==> config.mk <==
export PLATFORM = sky130hd
export DESIGN_NAME = rdma_sq_ack_tracker
export DESIGN_NICKNAME = d
export VERILOG_FILES = /design/src/rtl/rdma_sq_ack_tracker_pkg.sv /design/src/rtl/rdma_trk_fifo.sv /design/src/rtl/rdma_sq_ack_tracker.sv
export SDC_FILE = /design/constraint.sdc
export NUM_CORES = 1
export LEC_CHECK = 0
export CAP_MARGIN = 10
export CORE_MARGIN = 3
export CORE_UTILIZATION = 39
export CTS_BUF_LIST = sky130_fd_sc_hd__clkbuf_8
export CTS_CLUSTER_DIAMETER = 40
export DETAILED_ROUTE_END_ITERATION = 7
export SLEW_MARGIN = 10
export SYNTH_ARGS = -nofsm -noshare
export SYNTH_HDL_FRONTEND = slang
export SYNTH_HIERARCHICAL = 1
export SYNTH_SLANG_ARGS = --single-unit
export TNS_END_PERCENT = 30
==> constraint.sdc <==
create_clock -name aclk -period 8.3 [get_ports aclk]
set_input_delay 1.245 -clock aclk [delete_from_list [all_inputs] [get_ports aclk]]
set_output_delay 1.245 -clock aclk [all_outputs]
set_load 0.005 [all_outputs]
==> src/rtl/rdma_sq_ack_tracker_pkg.sv <==
// Shared definitions for the RDMA send-queue / ACK tracker.
//   - completion status codes
//   - ACK word field offsets and completion word layout
//   - default field widths and the tracker entry layout
package rdma_sq_ack_tracker_pkg;

    typedef enum logic [1:0] {
        CPL_OK       = 2'b00,
        CPL_NACK     = 2'b01,
        CPL_MISMATCH = 2'b10,
        CPL_TIMEOUT  = 2'b11
    } cpl_status_e;

    typedef enum logic {
        StRun,
        StHalt
    } trk_state_e;

    // ACK word: bit 0 is_nack, qpn above it.
    localparam int unsigned ACK_NACK_BIT = 0;
    localparam int unsigned ACK_QPN_LSB  = 1;

    // Completion word: {tag, status, latency}, latency in the low bits.
    localparam int unsigned CPL_STATUS_W = 2;

    localparam int unsigned DEF_QPN_W = 10;
    localparam int unsigned DEF_TAG_W = 8;
    localparam int unsigned DEF_TS_W  = 24;

    // Tracker entry for the default widths; the top packs the same field
    // order {tag, qpn, ts} for whatever widths it is built with.
    typedef struct packed {
        logic [DEF_TAG_W-1:0] tag;
        logic [DEF_QPN_W-1:0] qpn;
        logic [DEF_TS_W-1:0]  ts;
    } trk_entry_t;

endpackage

==> src/rtl/rdma_trk_fifo.sv <==
// In-order tracking FIFO for outstanding SQ entries.
// Ports:
//   clk_i, rst_ni   clock, asynchronous active-low reset
//   push_i/data     write an entry at the tail
//   pop_i           drop the head entry
//   flush_i         empty the FIFO (wins over push/pop)
//   head_o          current head entry (valid when !empty_o)
//   empty_o/full_o  occupancy flags; count_o number of entries held
module rdma_trk_fifo #(
    parameter int unsigned DEPTH  = 16,
    parameter int unsigned DATA_W = 8,
    localparam int unsigned PTR_W = $clog2(DEPTH),
    localparam int unsigned CNT_W = PTR_W + 1
) (
    input  logic              clk_i,
    input  logic              rst_ni,
    input  logic              push_i,
    input  logic [DATA_W-1:0] push_data_i,
    input  logic              pop_i,
    input  logic              flush_i,
    output logic [DATA_W-1:0] head_o,
    output logic              empty_o,
    output logic              full_o,
    output logic [CNT_W-1:0]  count_o
);

    logic [DATA_W-1:0] mem_q [DEPTH];
    logic [PTR_W-1:0]  wr_ptr_q, rd_ptr_q;
    logic [CNT_W-1:0]  count_q, count_d;
    logic              do_push, do_pop;

    assign empty_o = (count_q == '0);
    assign full_o  = (count_q == CNT_W'(DEPTH));
    assign count_o = count_q;
    assign head_o  = mem_q[rd_ptr_q];

    // A push into a full FIFO is legal only when the head leaves in the
    // same cycle.
    assign do_push = push_i & (~full_o | pop_i);
    assign do_pop  = pop_i & ~empty_o;

    always_comb begin
        count_d = count_q;
        if (do_push && !do_pop) begin
            count_d = count_q + CNT_W'(1);
        end else if (do_pop && !do_push) begin
            count_d = count_q - CNT_W'(1);
        end
    end

    always_ff @(posedge clk_i) begin
        if (do_push) begin
            mem_q[wr_ptr_q] <= push_data_i;
        end
    end

    always_ff @(posedge clk_i or negedge rst_ni) begin
        if (!rst_ni) begin
            wr_ptr_q <= '0;
            rd_ptr_q <= '0;
            count_q  <= '0;
        end else if (flush_i) begin
            wr_ptr_q <= '0;
            rd_ptr_q <= '0;
            count_q  <= '0;
        end else begin
            if (do_push) wr_ptr_q <= wr_ptr_q + PTR_W'(1);
            if (do_pop)  rd_ptr_q <= rd_ptr_q + PTR_W'(1);
            count_q <= count_d;
        end
    end

endmodule

==> src/rtl/rdma_sq_ack_tracker.sv <==
// User-side initiator for one vFPGA's RDMA SQ/ACK slot.
// Issues SQ entries through a one-deep output register, tracks them in
// order, matches returning ACKs to the oldest entry and emits one
// completion {tag, status, latency} per entry. A head-of-line timeout or a
// QPN mismatch halts issue until a clear pulse.
// Ports:
//   aclk, aresetn                      clock, asynchronous active-low reset
//   s_cmd_*                            user SQ command in
//   m_sq_*                             registered SQ entry to the arbiter
//   s_ack_*                            ACK from the arbiter {qpn, is_nack}
//   m_cpl_*                            registered completion to the user
//   timeout_cycles                     head age limit, 0 disables
//   clear                              leave HALT, flush tracking state
//   outstanding, halted, err_spurious  status
module rdma_sq_ack_tracker
    import rdma_sq_ack_tracker_pkg::*;
#(
    parameter int unsigned SQ_W  = 128,
    parameter int unsigned QPN_W = DEF_QPN_W,
    parameter int unsigned N_OUT = 16,
    parameter int unsigned TAG_W = DEF_TAG_W,
    parameter int unsigned TS_W  = DEF_TS_W
) (
    input  logic                        aclk,
    input  logic                        aresetn,
    input  logic                        s_cmd_valid,
    output logic                        s_cmd_ready,
    input  logic [SQ_W-1:0]             s_cmd_data,
    output logic                        m_sq_valid,
    input  logic                        m_sq_ready,
    output logic [SQ_W-1:0]             m_sq_data,
    input  logic                        s_ack_valid,
    output logic                        s_ack_ready,
    input  logic [QPN_W:0]              s_ack_data,
    output logic                        m_cpl_valid,
    input  logic                        m_cpl_ready,
    output logic [TAG_W+2+TS_W-1:0]     m_cpl_data,
    input  logic [TS_W-1:0]             timeout_cycles,
    input  logic                        clear,
    output logic [$clog2(N_OUT):0]      outstanding,
    output logic                        halted,
    output logic                        err_spurious
);

    localparam int unsigned CNT_W = $clog2(N_OUT) + 1;
    localparam int unsigned ENT_W = TAG_W + QPN_W + TS_W;
    localparam int unsigned CPL_W = TAG_W + CPL_STATUS_W + TS_W;

    trk_state_e        state_q;
    logic [TS_W-1:0]   ts_q;
    logic [TAG_W-1:0]  tag_q;
    logic              sq_valid_q;
    logic [SQ_W-1:0]   sq_data_q;
    logic              cpl_valid_q;
    logic [CPL_W-1:0]  cpl_data_q;
    logic              err_q;

    logic              fifo_push, fifo_pop, fifo_flush;
    logic [ENT_W-1:0]  fifo_head;
    logic              fifo_empty, fifo_full;
    logic [CNT_W-1:0]  fifo_count;

    logic [TAG_W-1:0]  head_tag;
    logic [QPN_W-1:0]  head_qpn, ack_qpn, cmd_qpn;
    logic [TS_W-1:0]   head_ts, head_age;
    logic              ack_nack;
    logic              cmd_fire, ack_fire, ack_match, ack_spur, cpl_free;
    logic              to_fire, halt_evt;
    cpl_status_e       cpl_status;

    assign cmd_qpn  = s_cmd_data[QPN_W-1:0];
    assign ack_qpn  = s_ack_data[ACK_QPN_LSB +: QPN_W];
    assign ack_nack = s_ack_data[ACK_NACK_BIT];

    assign head_tag = fifo_head[ENT_W-1 -: TAG_W];
    assign head_qpn = fifo_head[TS_W +: QPN_W];
    assign head_ts  = fifo_head[TS_W-1:0];
    // Modular age is exact while the timeout keeps it below 2^TS_W.
    assign head_age = ts_q - head_ts;

    // The fifo count is the outstanding count, so "outstanding < N_OUT"
    // is simply "not full".
    assign s_cmd_ready = (state_q == StRun) & ~fifo_full & (~sq_valid_q | m_sq_ready);
    assign cmd_fire    = s_cmd_valid & s_cmd_ready;

    assign cpl_free    = ~cpl_valid_q | m_cpl_ready;
    assign s_ack_ready = cpl_free;
    assign ack_fire    = s_ack_valid & s_ack_ready;
    assign ack_match   = ack_fire & ~fifo_empty;
    assign ack_spur    = ack_fire & fifo_empty;

    // An accepted ACK always takes the head before the timeout can.
    assign to_fire = (timeout_cycles != '0) & ~fifo_empty & (head_age >= timeout_cycles)
                   & ~ack_fire & cpl_free;

    assign fifo_push  = cmd_fire;
    assign fifo_pop   = ack_match | to_fire;
    assign fifo_flush = (state_q == StHalt) & clear;

    always_comb begin
        cpl_status = CPL_TIMEOUT;
        if (ack_match) begin
            if (ack_qpn != head_qpn) begin
                cpl_status = CPL_MISMATCH;
            end else if (ack_nack) begin
                cpl_status = CPL_NACK;
            end else begin
                cpl_status = CPL_OK;
            end
        end
    end

    assign halt_evt = to_fire | (ack_match & (ack_qpn != head_qpn));

    rdma_trk_fifo #(
        .DEPTH  (N_OUT),
        .DATA_W (ENT_W)
    ) u_trk_fifo (
        .clk_i       (aclk),
        .rst_ni      (aresetn),
        .push_i      (fifo_push),
        .push_data_i ({tag_q, cmd_qpn, ts_q}),
        .pop_i       (fifo_pop),
        .flush_i     (fifo_flush),
        .head_o      (fifo_head),
        .empty_o     (fifo_empty),
        .full_o      (fifo_full),
        .count_o     (fifo_count)
    );

    always_ff @(posedge aclk or negedge aresetn) begin
        if (!aresetn) begin
            ts_q  <= '0;
            tag_q <= '0;
            err_q <= 1'b0;
        end else begin
            ts_q <= ts_q + TS_W'(1);
            if (cmd_fire) tag_q <= tag_q + TAG_W'(1);
            if (ack_spur) err_q <= 1'b1;
        end
    end

    // SQ output register: a beat holds until the arbiter takes it.
    always_ff @(posedge aclk or negedge aresetn) begin
        if (!aresetn) begin
            sq_valid_q <= 1'b0;
            sq_data_q  <= '0;
        end else if (cmd_fire) begin
            sq_valid_q <= 1'b1;
            sq_data_q  <= s_cmd_data;
        end else if (m_sq_ready) begin
            sq_valid_q <= 1'b0;
        end
    end

    // Completion register: a pop only happens when this register is free.
    always_ff @(posedge aclk or negedge aresetn) begin
        if (!aresetn) begin
            cpl_valid_q <= 1'b0;
            cpl_data_q  <= '0;
        end else if (fifo_pop) begin
            cpl_valid_q <= 1'b1;
            cpl_data_q  <= {head_tag, cpl_status, head_age};
        end else if (m_cpl_ready) begin
            cpl_valid_q <= 1'b0;
        end
    end

    // A halt event arriving with clear keeps the block halted.
    always_ff @(posedge aclk or negedge aresetn) begin
        if (!aresetn) begin
            state_q <= StRun;
        end else begin
            unique case (state_q)
                StRun:  if (halt_evt) state_q <= StHalt;
                StHalt: if (clear && !halt_evt) state_q <= StRun;
            endcase
        end
    end

    assign m_sq_valid   = sq_valid_q;
    assign m_sq_data    = sq_data_q;
    assign m_cpl_valid  = cpl_valid_q;
    assign m_cpl_data   = cpl_data_q;
    assign outstanding  = fifo_count;
    assign halted       = (state_q == StHalt);
    assign err_spurious = err_q;

endmodule

======== After elaboration in Yosys (flattened, before gate mapping) ========
Memory sizes are Yosys's and may differ from the RTL's.
Cells that the tools add are included.
storage, ports and cells
  bits in registers ....................... 211
  bits in latches ......................... 0
  bits in writable memories ............... 672
  bits in read-only memories .............. 0
  input port bits ......................... 170
  output and inout bits ................... 173
  logic and storage cells ................. 79
  memories kept ........................... 1
memories
  memory            depth  width  rd ports  clocked after memory_dff  wr ports  RTL line             text
  u_trk_fifo.mem_q  16     42     1         0                         1         rdma_trk_fifo.sv:27  logic [DATA_W-1:0] mem_q [DEPTH];
cells by class
  $add $sub $neg .......................... 7
  $mul .................................... 0
  divide/modulo/power cells ............... 0
  $lt $le $gt $ge ......................... 1
  equality and inequality tests ........... 2
  shift operators ......................... 0
  multiplexer cells ....................... 19
  bitwise gates (word level) .............. 25
  reductions and logical operators ........ 13
operators with widths
  cell                     count
  $add A24 B1 Y24 const B  1
  $ge A24 B24 Y1           1
  $reduce_bool A24 Y1      1
  $sub A24 B24 Y24         1
  $mux W4                  4
  $mux W5                  3
  $and A1 B1 Y1            14
  $ne A10 B10 Y1           1
  $mux W1                  9
  $add A4 B1 Y4 const B    2
  $add A8 B1 Y8 const B    1
  $reduce_bool A2 Y1       4
  $not A1 Y1               6
  $add A5 B1 Y5 const B    1
  $eq A5 B5 Y1 const B     1
  $logic_not A5 Y1         1
  $or A1 B1 Y1             5
  $sub A5 B1 Y5 const B    1
  $mux W2                  2
  $logic_and A1 B1 Y1      3
  $logic_not A1 Y1         3
  $reduce_bool A3 Y1       1
  $pmux W1 S2              1

======== Logic depth before layout (Yosys ltp) ========
Gate-level depths: netlist of the first run.
  word-level depth ........................ 14
  gate-level depth with buffers ........... 35

======== Hierarchy ========
The synthesis of the first run kept the hierarchy.
by module, submodules not included
  module               times used  cells each  area each (µm²)  seq. area each (µm²)
  rdma_trk_fifo        1           1310        26475.4          20504.7
  rdma_sq_ack_tracker  1           1030        9505.4           4954.8

======== Worst setup path after synthesis of the first run ========
Ideal clock, no wire load.
  kind .................................... reg-to-reg
  start point ............................. register u_trk_fifo.rd_ptr_q[1]
  end point ............................... memory u_trk_fifo/mem_q[10][0] (netlist name) (enable)
  setup time .............................. 0.403 ns
  arrival ................................. 6.434 ns
  path slack .............................. 1.462 ns
  cell stages (with the launch flop) ...... 27
  buffers on the path ..................... 3
  cells stage by stage .................... dfrtp_1 -> clkbuf_1 -> buf_2 -> clkbuf_1 -> mux4_2 -> a22oi_1 -> nand2_1 -> ha_1 -> fa_1 -> nor2b_1 -> o31a_1 -> o211ai_1 -> a21oi_1 -> a21oi_1 -> o21ai_0 -> xor2_1 -> ha_1 -> nand2_2 -> nor4_4 -> o2111ai_1 -> a311o_1 -> a211oi_2 -> nor2_4 -> inv_4 -> o31ai_4 -> nor3b_1 -> and2_1
on the way
  longest elaborated chain between the ends .. 11
ends and longest elaborated chain
  what                           RTL line                   text
  start, declared                rdma_trk_fifo.sv:28        logic [PTR_W-1:0] wr_ptr_q, rd_ptr_q;
  start signal, assigned         rdma_trk_fifo.sv:68        if (do_pop) rd_ptr_q <= rd_ptr_q + PTR_W'(1);
  $mem_v2 Z16 W42                --
  via fifo_head[0]               rdma_sq_ack_tracker.sv:59  logic [ENT_W-1:0] fifo_head;
  $sub A24 B24 Y24               rdma_sq_ack_tracker.sv:79  assign head_age = ts_q - head_ts;
  via head_age[22]               rdma_sq_ack_tracker.sv:65  logic [TS_W-1:0] head_ts, head_age;
  $ge A24 B24 Y1                 rdma_sq_ack_tracker.sv:93  assign to_fire = (timeout_cycles != '0) & ~fifo_empty & (head_age >= timeout_cycles)
  $and A1 B1 Y1                  rdma_sq_ack_tracker.sv:93
  $and A1 B1 Y1 (2 in series)    rdma_sq_ack_tracker.sv:94  & ~ack_fire & cpl_free;
  $or A1 B1 Y1                   rdma_sq_ack_tracker.sv:97  assign fifo_pop = ack_match | to_fire;
  via fifo_pop                   rdma_sq_ack_tracker.sv:58  logic fifo_push, fifo_pop, fifo_flush;
  $or A1 B1 Y1                   rdma_trk_fifo.sv:39        assign do_push = push_i & (~full_o | pop_i);
  $and A1 B1 Y1                  rdma_trk_fifo.sv:39
  $mux W1                        rdma_trk_fifo.sv:52        if (do_push) begin
  $mux W1 (implied by the code)  rdma_trk_fifo.sv:53        mem_q[wr_ptr_q] <= push_data_i;
  end, declared                  rdma_trk_fifo.sv:27
The timed path passes the listed nets, and every way through them passes these cells.

======== Final worst setup path of the first run ========
  start point ............................. register u_trk_fifo.rd_ptr_q[1]
  end point ............................... register u_trk_fifo.count_q[4] (netlist: u_trk_fifo/count_o[4])
on the way
  longest elaborated chain between the ends .. 12
ends and longest elaborated chain
  what                                                     RTL line                                  text
  $mem_v2 Z16 W42 *                                        --
  via fifo_head[0]                                         rdma_sq_ack_tracker.sv:59
  $sub A24 B24 Y24 *                                       rdma_sq_ack_tracker.sv:79
  via head_age[20]                                         rdma_sq_ack_tracker.sv:65
  $ge A24 B24 Y1 *                                         rdma_sq_ack_tracker.sv:93
  $and A1 B1 Y1 *                                          rdma_sq_ack_tracker.sv:93
  $and A1 B1 Y1 * (2 in series)                            rdma_sq_ack_tracker.sv:94
  $or A1 B1 Y1 *                                           rdma_sq_ack_tracker.sv:97
  via fifo_pop                                             rdma_sq_ack_tracker.sv:58
  $or A1 B1 Y1 or $and A1 B1 Y1 (tied branches)            rdma_trk_fifo.sv:39, rdma_trk_fifo.sv:40
  $and A1 B1 Y1 or $logic_not A1 Y1 (tied branches)        rdma_trk_fifo.sv:39, rdma_trk_fifo.sv:44
  $logic_and A1 B1 Y1 or $logic_not A1 Y1 (tied branches)  rdma_trk_fifo.sv:44, rdma_trk_fifo.sv:46
  $mux W5 or $logic_and A1 B1 Y1 (tied branches)           rdma_trk_fifo.sv:44, rdma_trk_fifo.sv:46
  $mux W5 or $reduce_bool A3 Y1 (tied branches)            --
  end signal, assigned                                     rdma_trk_fifo.sv:69                       count_q <= count_d;
  end, declared                                            rdma_trk_fifo.sv:29                       logic [CNT_W-1:0] count_q, count_d;
The timed path passes the listed nets; every way through them passes the cells marked *.
A chain may end at the register's enable or synchronous reset.

==> run_summary.xml, run 1 <==
<?xml version="1.0" encoding="UTF-8"?>
<metrics>
  <group name="timing">
    <metric name="hold_ws" unit="ps">435.8</metric>
    <metric name="rsz_0062_raised_after_global_routing" unit="">no</metric>
    <metric name="final_min_period_over_clock_period" unit="">0.9315</metric>
    <metric name="worst-slew-pin-transition" unit="ps">1020</metric>
    <metric name="period_needed" unit="ps">7731</metric>
    <metric name="slew_headroom" unit="">0.3197</metric>
    <metric name="final-max-slew-violation-count" unit="">0</metric>
    <metric name="clock.fmax" unit="MHz">129.3</metric>
    <metric name="skew" unit="ps">50.81</metric>
    <metric name="setup_slack_of_the_critical_path_after_layout" unit="ps">568.9</metric>
    <metric name="final-setup-viol-count" unit="">0</metric>
    <metric name="setup_total_negative_slack" unit="ps">0</metric>
    <metric name="finalHoldViolCount" unit="">0</metric>
  </group>
  <group name="cts">
    <metric name="max-clock-path-buffers" unit="">3</metric>
    <metric name="clkLatencyLatePin" unit="ps">810</metric>
    <metric name="numCtsBuffers" unit="">151</metric>
    <metric name="tritoncts" unit="">done</metric>
    <metric name="cts_sinks" unit="">883</metric>
    <metric name="cts.root.buffer_cell" unit="">sky130_fd_sc_hd__clkbuf_8</metric>
    <metric name="cts_htree_levels" unit="">4</metric>
    <metric name="clk_pin_slew" unit="ps">60</metric>
  </group>
  <group name="cells_and_area">
    <metric name="synthToLayoutAreaGrowth" unit="%">22.67</metric>
    <metric name="share_of_final_layout_standard_cells_stronger_than_drive_strength_1" unit="">0.1412</metric>
    <metric name="multi_input_comb_area" unit="µm²">9833</metric>
    <metric name="layout_commonest_cell" unit="">sky130_fd_sc_hd__edfxtp_1</metric>
    <metric name="filler_cell_count" unit="">7660</metric>
    <metric name="postLayoutCellArea" unit="µm²">44140</metric>
    <metric name="postLayoutCoreUtil" unit="">0.4866</metric>
    <metric name="layout.cells.most_common_list" unit="">672 x sky130_fd_sc_hd__edfxtp_1, 468 x sky130_fd_sc_hd__nand2_1, 341 x sky130_fd_sc_hd__clkdlybuf4s50_1, 208 x sky130_fd_sc_hd__dfrtp_1, 171 x sky130_fd_sc_hd__mux2i_1</metric>
    <metric name="final_cell_count_no_fill" unit="">4096</metric>
    <metric name="nets" unit="">3023</metric>
    <metric name="area.sequential" unit="µm²">25470</metric>
  </group>
  <group name="critical_path">
    <metric name="crit_fanout" unit="">21</metric>
    <metric name="worst_r2r_path_depth" unit="">31</metric>
    <metric name="worst_endpoint_required_time" unit="ps">8990</metric>
    <metric name="timing.critical_path.arrival" unit="ps">8420</metric>
    <metric name="rr_startpoint" unit="">u_trk_fifo/rd_ptr_q[1]</metric>
    <metric name="rrSetupSlack" unit="ps">570</metric>
    <metric name="startpoint_to_endpoint_class_of_the_critical_path" unit="">flop to flop</metric>
    <metric name="startpoint_type" unit="">flop</metric>
    <metric name="critical-path-max-stage-delay" unit="ps">590</metric>
    <metric name="origin_of_the_worst_setup_path" unit="">u_trk_fifo/rd_ptr_q[1]</metric>
    <metric name="critPathSlowestCell" unit="">sky130_fd_sc_hd__dfrtp_4</metric>
    <metric name="rr_endpoint" unit="">u_trk_fifo/count_o[4]</metric>
    <metric name="worst_setup_path_end_kind" unit="">flop</metric>
  </group>
  <group name="global_route">
    <metric name="global_route.usage.met1" unit="">0.2594</metric>
    <metric name="globalRoute.busiestLayer" unit="">met2</metric>
    <metric name="antenna_found_initial" unit="">12</metric>
    <metric name="grt_overflow" unit="">0</metric>
    <metric name="grtUsageMet2" unit="">0.3268</metric>
    <metric name="global_route_wire_length_before_repair" unit="µm">142900</metric>
    <metric name="grtUsageMet3" unit="">0.05891</metric>
    <metric name="total_routing_resource_utilization_after_global_routing" unit="">0.2010</metric>
    <metric name="pin_count_of_the_biggest_net_entering_global_routing" unit="">149</metric>
    <metric name="grt_pass1_vias" unit="">22950</metric>
  </group>
  <group name="power">
    <metric name="power.total" unit="mW">13.80</metric>
    <metric name="sw_frac_of_total" unit="">0.3146</metric>
    <metric name="netSwitchingPower" unit="mW">4.342</metric>
    <metric name="leakagePower" unit="nW">16.52</metric>
    <metric name="power.share.clock" unit="">0.280</metric>
    <metric name="power_density" unit="nW/µm²">312.7</metric>
    <metric name="power.share.sequential" unit="">0.412</metric>
    <metric name="internal_power" unit="mW">9.460</metric>
    <metric name="max-vdd-ir-drop" unit="mV">0.2276</metric>
    <metric name="combPwrFrac" unit="">0.308</metric>
  </group>
  <group name="die">
    <metric name="chipHeight" unit="µm">309.7</metric>
    <metric name="fp.dieArea" unit="µm²">95940</metric>
    <metric name="die_width" unit="µm">309.7</metric>
    <metric name="ios" unit="">343</metric>
    <metric name="row_count" unit="">110</metric>
    <metric name="core" unit="µm²">90700</metric>
    <metric name="initial_core_util" unit="">0.3967</metric>
  </group>
  <group name="placed_design">
    <metric name="dp_slack" unit="ps">451.2</metric>
    <metric name="place_hpwl" unit="µm">60040</metric>
    <metric name="dp_cells" unit="">3814</metric>
    <metric name="port-buffer-count" unit="">342</metric>
    <metric name="globalplace.congestion" unit="">0.8600</metric>
    <metric name="placed_cell_area" unit="µm²">41090</metric>
  </group>
  <group name="synthesis">
    <metric name="synth.distinct_cells" unit="">66</metric>
    <metric name="ys_ff_latch" unit="">883</metric>
    <metric name="synth.area.top_cells" unit="">sky130_fd_sc_hd__edfxtp_1 56%, sky130_fd_sc_hd__dfrtp_1 15%, sky130_fd_sc_hd__mux4_2 5.3%</metric>
    <metric name="ys_dominant_reg_cell" unit="">sky130_fd_sc_hd__edfxtp_1</metric>
    <metric name="seq_area_frac_synth" unit="">0.7076</metric>
    <metric name="synth_enable_flop_cells" unit="">672</metric>
    <metric name="yosys.area.top_type_share" unit="">0.5608</metric>
    <metric name="postSynthAreaPerCell" unit="µm²">15.38</metric>
    <metric name="post_synth_instance_area" unit="µm²">35980</metric>
    <metric name="cell_accounting_for_the_most_synthesized_area" unit="">sky130_fd_sc_hd__edfxtp_1</metric>
    <metric name="yosys_warnings" unit="">6</metric>
    <metric name="post_syn_instances" unit="">2340</metric>
    <metric name="synth_fp_nets" unit="">2571</metric>
    <metric name="asyncSetResetFlopFracSynth" unit="">0.2390</metric>
  </group>
  <group name="detailed_routing">
    <metric name="drt_drc_violations_left" unit="">0</metric>
    <metric name="via_count" unit="">21790</metric>
    <metric name="wire_per_inst" unit="µm">23.48</metric>
    <metric name="drt_iter0_markers" unit="">1659</metric>
    <metric name="drt-pass1-iter-count" unit="">5</metric>
    <metric name="drt-vias-per-instance" unit="">5.319</metric>
    <metric name="route.antenna.remaining_nets" unit="">0</metric>
    <metric name="detail_route.wirelength" unit="µm">96160</metric>
  </group>
  <group name="outcome">
    <metric name="run_status" unit="">finished, final reports clean</metric>
  </group>
  <group name="job">
    <metric name="cap_viol_max_count" unit="">0</metric>
  </group>
  <group name="worst_hold_path">
    <metric name="classification_of_the_worst_slack_hold_path" unit="">input pin to async pin</metric>
  </group>
</metrics>
## how the worst max path moves through the flow
stage	end	slack [ps]
2_1_floorplan	u_trk_fifo/mem_q[10][0]	1460
3_3_place_gp	u_trk_fifo/count_o[4]	540
3_5_place_dp	u_trk_fifo/count_o[4]	450
4_1_cts	u_trk_fifo/count_o[4]	420
5_1_grt	u_trk_fifo/count_o[4]	20
6_report	u_trk_fifo/count_o[4]	570
## power by group through the flow
stage,Sequential [mW],Clock (mW),Combinational (mW)
global placement,5.75,0,4.20
CTS,5.70,3.97,4.27
detailed placement,5.77,0,4.25
global route,5.75,4.18,4.66
floorplan,5.68,0,2.44
finish,5.69,3.86,4.25
## critical path, delay by kind of cell, from the launching register on
family / cells / cell delay [ps]
AOI/OAI and AO/OA: 13 / 3300
adders and majority gates: 5 / 1290
and+or+nand+nor: 6 / 1070
DFF: 1 / 590
muxes: 2 / 580
buffers and inverters: 4 / 570
xor gates and xnor gates: 1 / 190
## what timing repair did
| action | CTS | global route |
|---|---|---|
| gates resized for setup | 0 | 2 |
| setup buffers | 0 | 1 |
| hold buffers | 0 | 0 |
| setup endpoints to repair | 0 | 1 |
## synthesized netlist by cell type (3+ instances only)
library cell	number
sky130_fd_sc_hd__buf_1	5
sky130_fd_sc_hd__o21bai_1	3
sky130_fd_sc_hd__ha_1	59
sky130_fd_sc_hd__o211ai_1	3
sky130_fd_sc_hd__nor2b_1	8
sky130_fd_sc_hd__nand2b_1	5
sky130_fd_sc_hd__mux2_4	15
sky130_fd_sc_hd__clkbuf_1	62
sky130_fd_sc_hd__nand3_1	12
sky130_fd_sc_hd__a22oi_1	42
sky130_fd_sc_hd__dfrtp_1	211
sky130_fd_sc_hd__buf_4	6
sky130_fd_sc_hd__nand2_1	469
sky130_fd_sc_hd__mux2_1	8
sky130_fd_sc_hd__inv_1	64
sky130_fd_sc_hd__edfxtp_1	672
sky130_fd_sc_hd__and3_1	8
sky130_fd_sc_hd__o21a_1	10
sky130_fd_sc_hd__o21ai_0	65
sky130_fd_sc_hd__nor3_1	5
sky130_fd_sc_hd__a21o_1	4
sky130_fd_sc_hd__a21oi_1	33
sky130_fd_sc_hd__xor2_1	25
sky130_fd_sc_hd__a221oi_1	85
sky130_fd_sc_hd__mux2i_1	171
sky130_fd_sc_hd__xnor2_1	40
sky130_fd_sc_hd__buf_6	3
sky130_fd_sc_hd__mux4_2	84
sky130_fd_sc_hd__buf_2	29
sky130_fd_sc_hd__nor2_1	44
sky130_fd_sc_hd__mux2_2	8
sky130_fd_sc_hd__and2_1	20
sky130_fd_sc_hd__nand4_1	12
sky130_fd_sc_hd__nor4_1	7
## registers in the layout, indices dropped and copies added (netlist names)
name and count:
u_trk_fifo/mem_q 672, m_sq_data 128, m_cpl_data 34, ts_q 24
tag_q 8, u_trk_fifo/count_o 5, u_trk_fifo/rd_ptr_q 4, u_trk_fifo/wr_ptr_q 4
err_spurious 1, halted 1, m_cpl_valid 1, m_sq_valid 1
## per-layer routing
| metal | share of wire | vias to the layer above |
|---|---|---|
| met5 | 0.00014 | - |
| met4 | 0.025 | 2 |
| met1 | 0.42 | 11020 |
| li1 | - | 9719 |
| met3 | 0.084 | 162 |
| met2 | 0.47 | 884 |
## area by class of cell
cell class | count | share of cell area
Sequential cell | 883 | 0.5770
Multi-Input combinational cell | 1284 | 0.2228
Timing Repair Buffer | 404 | 0.09264
Clock buffer | 165 | 0.05145
Tap cell | 1176 | 0.03334
Clock inverter | 113 | 0.01667
Inverter | 68 | 0.005953
Antenna cell | 3 | 0.0001701
## cells by family (layout without fill, tap and decap cells)
family / Yosys count / count (layout) / synth area share
multiplexers: 286 / 286 / 0.1114
AND/OR/NAND/NOR: 600 / 600 / 0.06903
adder cells (fa/ha/maj): 61 / 61 / 0.02163
AO/OA/AOI/OAI: 272 / 272 / 0.05407
XOR/XNOR: 65 / 65 / 0.01582
buffers and inverters: 173 / 750 / 0.02045
other: 0 / 3 / 0
flip-flops: 883 / 883 / 0.7076
(Power assumes the default switching activity.)
==> run 2: changes to the inputs <==
Settings changed: CORE_ASPECT_RATIO set to 1.25.
==> run 2 against run 1 <==
- register-to-register slack hardly changed
- global-route usage shrank 0.64 points
- die area hardly changed
- setup slack got worse by 0.64 ps
- sequential share of layout area rose by 0.075 points
- clock-buffer cell count fell by 2
- first-iteration DRC count decreased by 17%
- sequential cell count unchanged
- worst hold slack better by 30 ps
- utilization down 0.12 points
- clock power down 2%
- critical endpoint unchanged
==> run_summary.xml, run 2 (synthesis gave the netlist of run 1 again) <==
<?xml version="1.0" encoding="UTF-8"?>
<metrics>
  <group name="timing">
    <metric name="final-setup-viol-count" unit="">0</metric>
    <metric name="worst-slew-pin-transition" unit="ps">869.0</metric>
    <metric name="final-max-slew-violation-count" unit="">0</metric>
    <metric name="setup_slack_of_the_critical_path_after_layout" unit="ps">568.3</metric>
    <metric name="setup_total_negative_slack" unit="ps">0</metric>
    <metric name="finalHoldViolCount" unit="">0</metric>
    <metric name="period_needed" unit="ps">7732</metric>
    <metric name="final_min_period_over_clock_period" unit="">0.9315</metric>
    <metric name="skew" unit="ps">42.70</metric>
    <metric name="rsz_0062_raised_after_global_routing" unit="">no</metric>
    <metric name="slew_headroom" unit="">0.4207</metric>
    <metric name="clock.fmax" unit="MHz">129.3</metric>
  </group>
  <group name="placed_design">
    <metric name="port-buffer-count" unit="">342</metric>
    <metric name="dp_slack" unit="ps">594.3</metric>
    <metric name="globalplace.congestion" unit="">0.8358</metric>
    <metric name="place_hpwl" unit="µm">57110</metric>
  </group>
  <group name="critical_path">
    <metric name="worst_endpoint_required_time" unit="ps">8950</metric>
    <metric name="critPathSlowestCell" unit="">sky130_fd_sc_hd__a2111oi_1</metric>
    <metric name="cpMostUsedCell" unit="">sky130_fd_sc_hd__ha_1</metric>
    <metric name="worst_setup_path_end_kind" unit="">flop</metric>
    <metric name="timing.critical_path.arrival" unit="ps">8380</metric>
    <metric name="startpoint_type" unit="">flop</metric>
    <metric name="crit_fanout" unit="">74</metric>
    <metric name="startpoint_to_endpoint_class_of_the_critical_path" unit="">flop to flop</metric>
    <metric name="critical-path-max-stage-delay" unit="ps">620</metric>
  </group>
  <group name="power">
    <metric name="leakagePower" unit="nW">16.43</metric>
    <metric name="power.total" unit="mW">13.65</metric>
    <metric name="max-vdd-ir-drop" unit="mV">0.1697</metric>
    <metric name="power_density" unit="nW/µm²">309.6</metric>
  </group>
  <group name="cts">
    <metric name="clk_pin_slew" unit="ps">60</metric>
    <metric name="clkLatencyLatePin" unit="ps">800</metric>
    <metric name="cts-hold-fix-buffers" unit="">0</metric>
    <metric name="max-clock-path-buffers" unit="">3</metric>
    <metric name="cts.root.buffer_cell" unit="">sky130_fd_sc_hd__clkbuf_8</metric>
    <metric name="cts_htree_levels" unit="">4</metric>
    <metric name="numCtsBuffers" unit="">146</metric>
    <metric name="cts_sinks" unit="">883</metric>
    <metric name="tritoncts" unit="">done</metric>
  </group>
  <group name="die">
    <metric name="die_width" unit="µm">277.7</metric>
    <metric name="chipHeight" unit="µm">345.6</metric>
    <metric name="initial_core_util" unit="">0.3963</metric>
    <metric name="fp.dieArea" unit="µm²">95960</metric>
    <metric name="row_count" unit="">123</metric>
    <metric name="core" unit="µm²">90800</metric>
    <metric name="ios" unit="">343</metric>
  </group>
  <group name="global_route">
    <metric name="antenna_found_initial" unit="">4</metric>
    <metric name="pin_count_of_the_biggest_net_entering_global_routing" unit="">138</metric>
    <metric name="grt_overflow" unit="">0</metric>
    <metric name="grt_pass1_vias" unit="">23130</metric>
    <metric name="total_routing_resource_utilization_after_global_routing" unit="">0.1947</metric>
    <metric name="global_route_wire_length_before_repair" unit="µm">141500</metric>
  </group>
  <group name="detailed_routing">
    <metric name="drt-pass1-iter-count" unit="">5</metric>
    <metric name="drt-vias-per-instance" unit="">5.262</metric>
    <metric name="drt_drc_violations_left" unit="">0</metric>
    <metric name="wire_per_inst" unit="µm">22.79</metric>
    <metric name="route.antenna.remaining_nets" unit="">0</metric>
    <metric name="detail_route.wirelength" unit="µm">93540</metric>
    <metric name="via_count" unit="">21600</metric>
    <metric name="drt_iter0_markers" unit="">1369</metric>
  </group>
  <group name="cells_and_area">
    <metric name="layout_commonest_cell" unit="">sky130_fd_sc_hd__edfxtp_1</metric>
    <metric name="synthToLayoutAreaGrowth" unit="%">22.51</metric>
    <metric name="largest_register_ff_count" unit="">672</metric>
    <metric name="layout.cells.most_common_list" unit="">672 x sky130_fd_sc_hd__edfxtp_1, 468 x sky130_fd_sc_hd__nand2_1, 341 x sky130_fd_sc_hd__clkdlybuf4s50_1, 208 x sky130_fd_sc_hd__dfrtp_1, 171 x sky130_fd_sc_hd__mux2i_1</metric>
    <metric name="nets" unit="">3028</metric>
    <metric name="postLayoutCoreUtil" unit="">0.4855</metric>
    <metric name="share_of_final_layout_standard_cells_stronger_than_drive_strength_1" unit="">0.1421</metric>
    <metric name="largest_register" unit="">u_trk_fifo/mem_q</metric>
  </group>
  <group name="job">
    <metric name="cap_viol_max_count" unit="">0</metric>
  </group>
  <group name="worst_hold_path">
    <metric name="classification_of_the_worst_slack_hold_path" unit="">input pin to async pin</metric>
  </group>
  <group name="outcome">
    <metric name="run_status" unit="">finished, final reports clean</metric>
  </group>
</metrics>
[run 2: per-layer routing]
layer  share of wire  global-route usage  routed length, µm  vias to the layer above
li1                -                   -                  -                     9713
met1            0.41              0.2421              38180                    10980
met2            0.49              0.3288              46270                      764
met3           0.076             0.05584               7071                      136
met4           0.021             0.06187               2007                        2
met5         0.00014                   0                 13                        -
[run 2: stage by stage]
stage	hold slack [ps]	area, µm²	std cells
2_1_floorplan	466.3	35980	2340
3_3_place_gp	457.7	41140	3835
3_5_place_dp	461.5	41140	3835
4_1_cts	425.3	44050	4100
5_1_grt	481.0	44080	4102
6_report	466.0	44080	4104
[run 2: critical path, delay by kind of cell, from the launching register on]
kind | cells | cell delay [ps]
fa+ha+maj | 4 | 1020
mux | 3 | 950
buf+inv | 8 | 1330
simple gates | 4 | 550
compound gates | 12 | 2890
xor+xnor | 1 | 220
flops | 1 | 610
[run 2: repair_timing]
action	CTS	global route
resized for setup	0	1
buffers inserted	0	1
endpoints found under the setup margin	0	1
[run 2: layout make-up]
type / count / area, µm²
clock inverter: 102 / 671.9
sequential: 883 / 25470
timing repair buffer: 414 / 4119
inverter: 68 / 262.8
antenna: 3 / 7.507
fill: 7814 / 46720
tap: 1187 / 1485
clock buffer: 163 / 2243
multi-input combinational: 1284 / 9823
[run 2: worst paths after layout]
check	from	to	slack [ps]	cells after the start
min in group aclk	m_sq_data[5]	m_sq_data[5]	480	2
max in group asynchronous	aresetn	m_sq_data[2]	6550	2
setup / recovery	u_trk_fifo/rd_ptr_q[1]	u_trk_fifo/count_o[4]	570	32
hold reg to reg	m_sq_data[5]	m_sq_data[5]	480	2
setup reg to reg	u_trk_fifo/rd_ptr_q[1]	u_trk_fifo/count_o[4]	570	32
hold / removal	aresetn	m_cpl_data[26]	470	1
[run 2: power by group]
group	leakage [nW]	switching, mW	total, mW	internal (mW)
clock network	1.61	1.74	3.77	2.03
registers	8.54	0.372	5.67	5.30
logic	6.28	2.12	4.20	2.08
==> run 3: changes to the inputs <==
Settings changed: CAP_MARGIN 10 to 20, CTS_BUF_LIST sky130_fd_sc_hd__clkbuf_8 to not set.
==> run 3 against run 2 <==
- clock-buffer cell count shrank 43
- sequential cell count stayed put
- routed wire length shrank 0.30%
- clock power up 25%
- worst hold slack gained 10 ps
- sequential power hardly changed
- design area rose by 1.7%
- first-iteration DRC count down 0.29%
- combinational power hardly changed
- fmax is 0.54% higher
- critical path type unchanged
- highest routed layer unchanged
==> run_summary.xml, run 3 (synthesis gave the netlist of run 1 again) <==
<?xml version="1.0" encoding="UTF-8"?>
<metrics>
  <group name="cts">
    <metric name="tritoncts" unit="">done</metric>
    <metric name="cts.root.buffer_cell" unit="">sky130_fd_sc_hd__clkbuf_16</metric>
    <metric name="cts_htree_levels" unit="">3</metric>
    <metric name="cts_sinks" unit="">883</metric>
    <metric name="clkLatencyLatePin" unit="ps">670</metric>
    <metric name="cts-hold-fix-buffers" unit="">0</metric>
    <metric name="clk_pin_slew" unit="ps">60</metric>
    <metric name="max-clock-path-buffers" unit="">3</metric>
    <metric name="numCtsBuffers" unit="">108</metric>
  </group>
  <group name="timing">
    <metric name="finalHoldViolCount" unit="">0</metric>
    <metric name="clock.fmax" unit="MHz">130.0</metric>
    <metric name="period_needed" unit="ps">7690</metric>
    <metric name="slew_headroom" unit="">0.4236</metric>
    <metric name="hold_ws" unit="ps">476.2</metric>
    <metric name="rsz_0062_raised_after_global_routing" unit="">no</metric>
    <metric name="setup_total_negative_slack" unit="ps">0</metric>
    <metric name="skew" unit="ps">21.97</metric>
    <metric name="final-max-slew-violation-count" unit="">0</metric>
    <metric name="worst-slew-pin-transition" unit="ps">864.6</metric>
    <metric name="final-setup-viol-count" unit="">0</metric>
    <metric name="final_min_period_over_clock_period" unit="">0.9265</metric>
  </group>
  <group name="die">
    <metric name="ios" unit="">343</metric>
    <metric name="chipHeight" unit="µm">345.6</metric>
    <metric name="core" unit="µm²">90800</metric>
    <metric name="fp.dieArea" unit="µm²">95960</metric>
    <metric name="initial_core_util" unit="">0.3963</metric>
    <metric name="row_count" unit="">123</metric>
    <metric name="die_width" unit="µm">277.7</metric>
  </group>
  <group name="critical_path">
    <metric name="critPathSlowestCell" unit="">sky130_fd_sc_hd__dfrtp_4</metric>
    <metric name="worst_r2r_path_depth" unit="">32</metric>
    <metric name="critical-path-max-stage-delay" unit="ps">610</metric>
    <metric name="worst_setup_path_end_kind" unit="">flop</metric>
    <metric name="timing.critical_path.arrival" unit="ps">8230</metric>
    <metric name="worst_endpoint_required_time" unit="ps">8840</metric>
    <metric name="cpMostUsedCell" unit="">sky130_fd_sc_hd__ha_1</metric>
    <metric name="startpoint_to_endpoint_class_of_the_critical_path" unit="">flop to flop</metric>
    <metric name="startpoint_type" unit="">flop</metric>
    <metric name="crit_fanout" unit="">28</metric>
  </group>
  <group name="power">
    <metric name="power_density" unit="nW/µm²">325.3</metric>
    <metric name="internal_power" unit="mW">10.12</metric>
    <metric name="power.share.sequential" unit="">0.389</metric>
    <metric name="netSwitchingPower" unit="mW">4.467</metric>
    <metric name="power.total" unit="mW">14.58</metric>
    <metric name="leakagePower" unit="nW">16.57</metric>
    <metric name="max-vdd-ir-drop" unit="mV">0.1882</metric>
    <metric name="sw_frac_of_total" unit="">0.3063</metric>
    <metric name="combPwrFrac" unit="">0.288</metric>
    <metric name="power.share.clock" unit="">0.323</metric>
  </group>
  <group name="global_route">
    <metric name="grt_overflow" unit="">0</metric>
    <metric name="grt_pass1_vias" unit="">22870</metric>
    <metric name="antenna_found_initial" unit="">3</metric>
    <metric name="pin_count_of_the_biggest_net_entering_global_routing" unit="">138</metric>
    <metric name="total_routing_resource_utilization_after_global_routing" unit="">0.1926</metric>
    <metric name="global_route_wire_length_before_repair" unit="µm">140600</metric>
  </group>
  <group name="placed_design">
    <metric name="globalplace.congestion" unit="">0.8358</metric>
    <metric name="place_hpwl" unit="µm">57110</metric>
    <metric name="port-buffer-count" unit="">342</metric>
  </group>
  <group name="worst_hold_path">
    <metric name="classification_of_the_worst_slack_hold_path" unit="">flop to flop</metric>
    <metric name="hold_depth" unit="">2</metric>
  </group>
  <group name="detailed_routing">
    <metric name="detail_route.wirelength" unit="µm">93260</metric>
    <metric name="drt-pass1-iter-count" unit="">5</metric>
    <metric name="route.antenna.remaining_nets" unit="">0</metric>
    <metric name="via_count" unit="">21510</metric>
    <metric name="drt_iter0_markers" unit="">1365</metric>
    <metric name="drt_drc_violations_left" unit="">0</metric>
    <metric name="wire_per_inst" unit="µm">23.06</metric>
    <metric name="drt-vias-per-instance" unit="">5.318</metric>
  </group>
  <group name="cells_and_area">
    <metric name="share_of_final_layout_standard_cells_stronger_than_drive_strength_1" unit="">0.1398</metric>
    <metric name="largest_register" unit="">u_trk_fifo/mem_q</metric>
    <metric name="layout.cells.most_common_list" unit="">672 x sky130_fd_sc_hd__edfxtp_1, 468 x sky130_fd_sc_hd__nand2_1, 341 x sky130_fd_sc_hd__clkdlybuf4s50_1, 208 x sky130_fd_sc_hd__dfrtp_1, 171 x sky130_fd_sc_hd__mux2i_1</metric>
    <metric name="synthToLayoutAreaGrowth" unit="%">24.61</metric>
    <metric name="nets" unit="">2990</metric>
    <metric name="postLayoutCoreUtil" unit="">0.4938</metric>
    <metric name="layout_commonest_cell" unit="">sky130_fd_sc_hd__edfxtp_1</metric>
    <metric name="largest_register_ff_count" unit="">672</metric>
  </group>
  <group name="job">
    <metric name="cap_viol_max_count" unit="">0</metric>
  </group>
  <group name="outcome">
    <metric name="run_status" unit="">finished, final reports clean</metric>
  </group>
</metrics>
run 3: cell count changes in the layout (fill, tap and decap cells not counted), sizes merged:
cell      before  now
clkbuf       163  120
clkinv        32   35
bufinv         7    8
inv          118   95
clkinvlp      13   15
run 3: what timing repair did:
| action | CTS | global route |
|---|---|---|
| setup endpoints to repair | 0 | 1 |
| endpoints found under the hold margin | 0 | 0 |
| gates resized for setup | 0 | 2 |
| setup buffers | 0 | 1 |
run 3: power by group through the flow:
stage,Combinational [mW],Clock (mW),Sequential (mW)
finish,4.21,4.71,5.67
global route,4.62,5.01,5.74
CTS,4.24,4.81,5.70
detailed placement,4.22,0,5.76
global placement,4.16,0,5.74
floorplan,2.44,0,5.68
run 3: layout make-up:
type,instances,area [µm²]
clock inverter,85,897.1
antenna,3,7.507
multi-input combinational,1284,9829
timing repair buffer,414,4119
fill,7686,45960
clock buffer,120,2768
tap,1187,1485
inverter,68,262.8
sequential,883,25470
run 3: critical path, delay by kind of cell (launching register included):
kind,cells,cell delay (ps)
AO/OA/AOI/OAI,13,2500
AND/OR/NAND/NOR,6,1300
adder cells (fa/ha/maj),4,1210
buffers and inverters,6,1170
flip-flops,1,610
multiplexers,2,560
XOR/XNOR,1,200
run 3: final timing paths:
path | startpoint | end | slack, ps
max in group asynchronous | aresetn | m_sq_data[8] | 6420
worst min-delay path | m_sq_data[84] | m_sq_data[84] | 480
worst min register to register | m_sq_data[84] | m_sq_data[84] | 480
worst max-delay path | u_trk_fifo/rd_ptr_q[1] | u_trk_fifo/count_o[4] | 610
min in group asynchronous | aresetn | m_cpl_data[28] | 580
worst max register to register | u_trk_fifo/rd_ptr_q[1] | u_trk_fifo/count_o[4] | 610
run 3: per-layer routing:
layer  part of all wire  routed length [µm]  GRT usage
met3              0.081                7590    0.05341
met2               0.49               45280     0.3255
met1               0.40               37630     0.2385
met4              0.029                2744    0.06651
met5            0.00014                  13          0
run 3: per-stage QoR:
stage | setup WS [ps] | std cells | instance area, µm²
after global placement | 699.4 | 3835 | 41140
final | 610.2 | 4044 | 44840
after global routing | 72.00 | 4041 | 44830
after floorplan | 1462 | 2340 | 35980
after CTS | 547.4 | 4040 | 44800
after detailed placement | 594.3 | 3835 | 41140
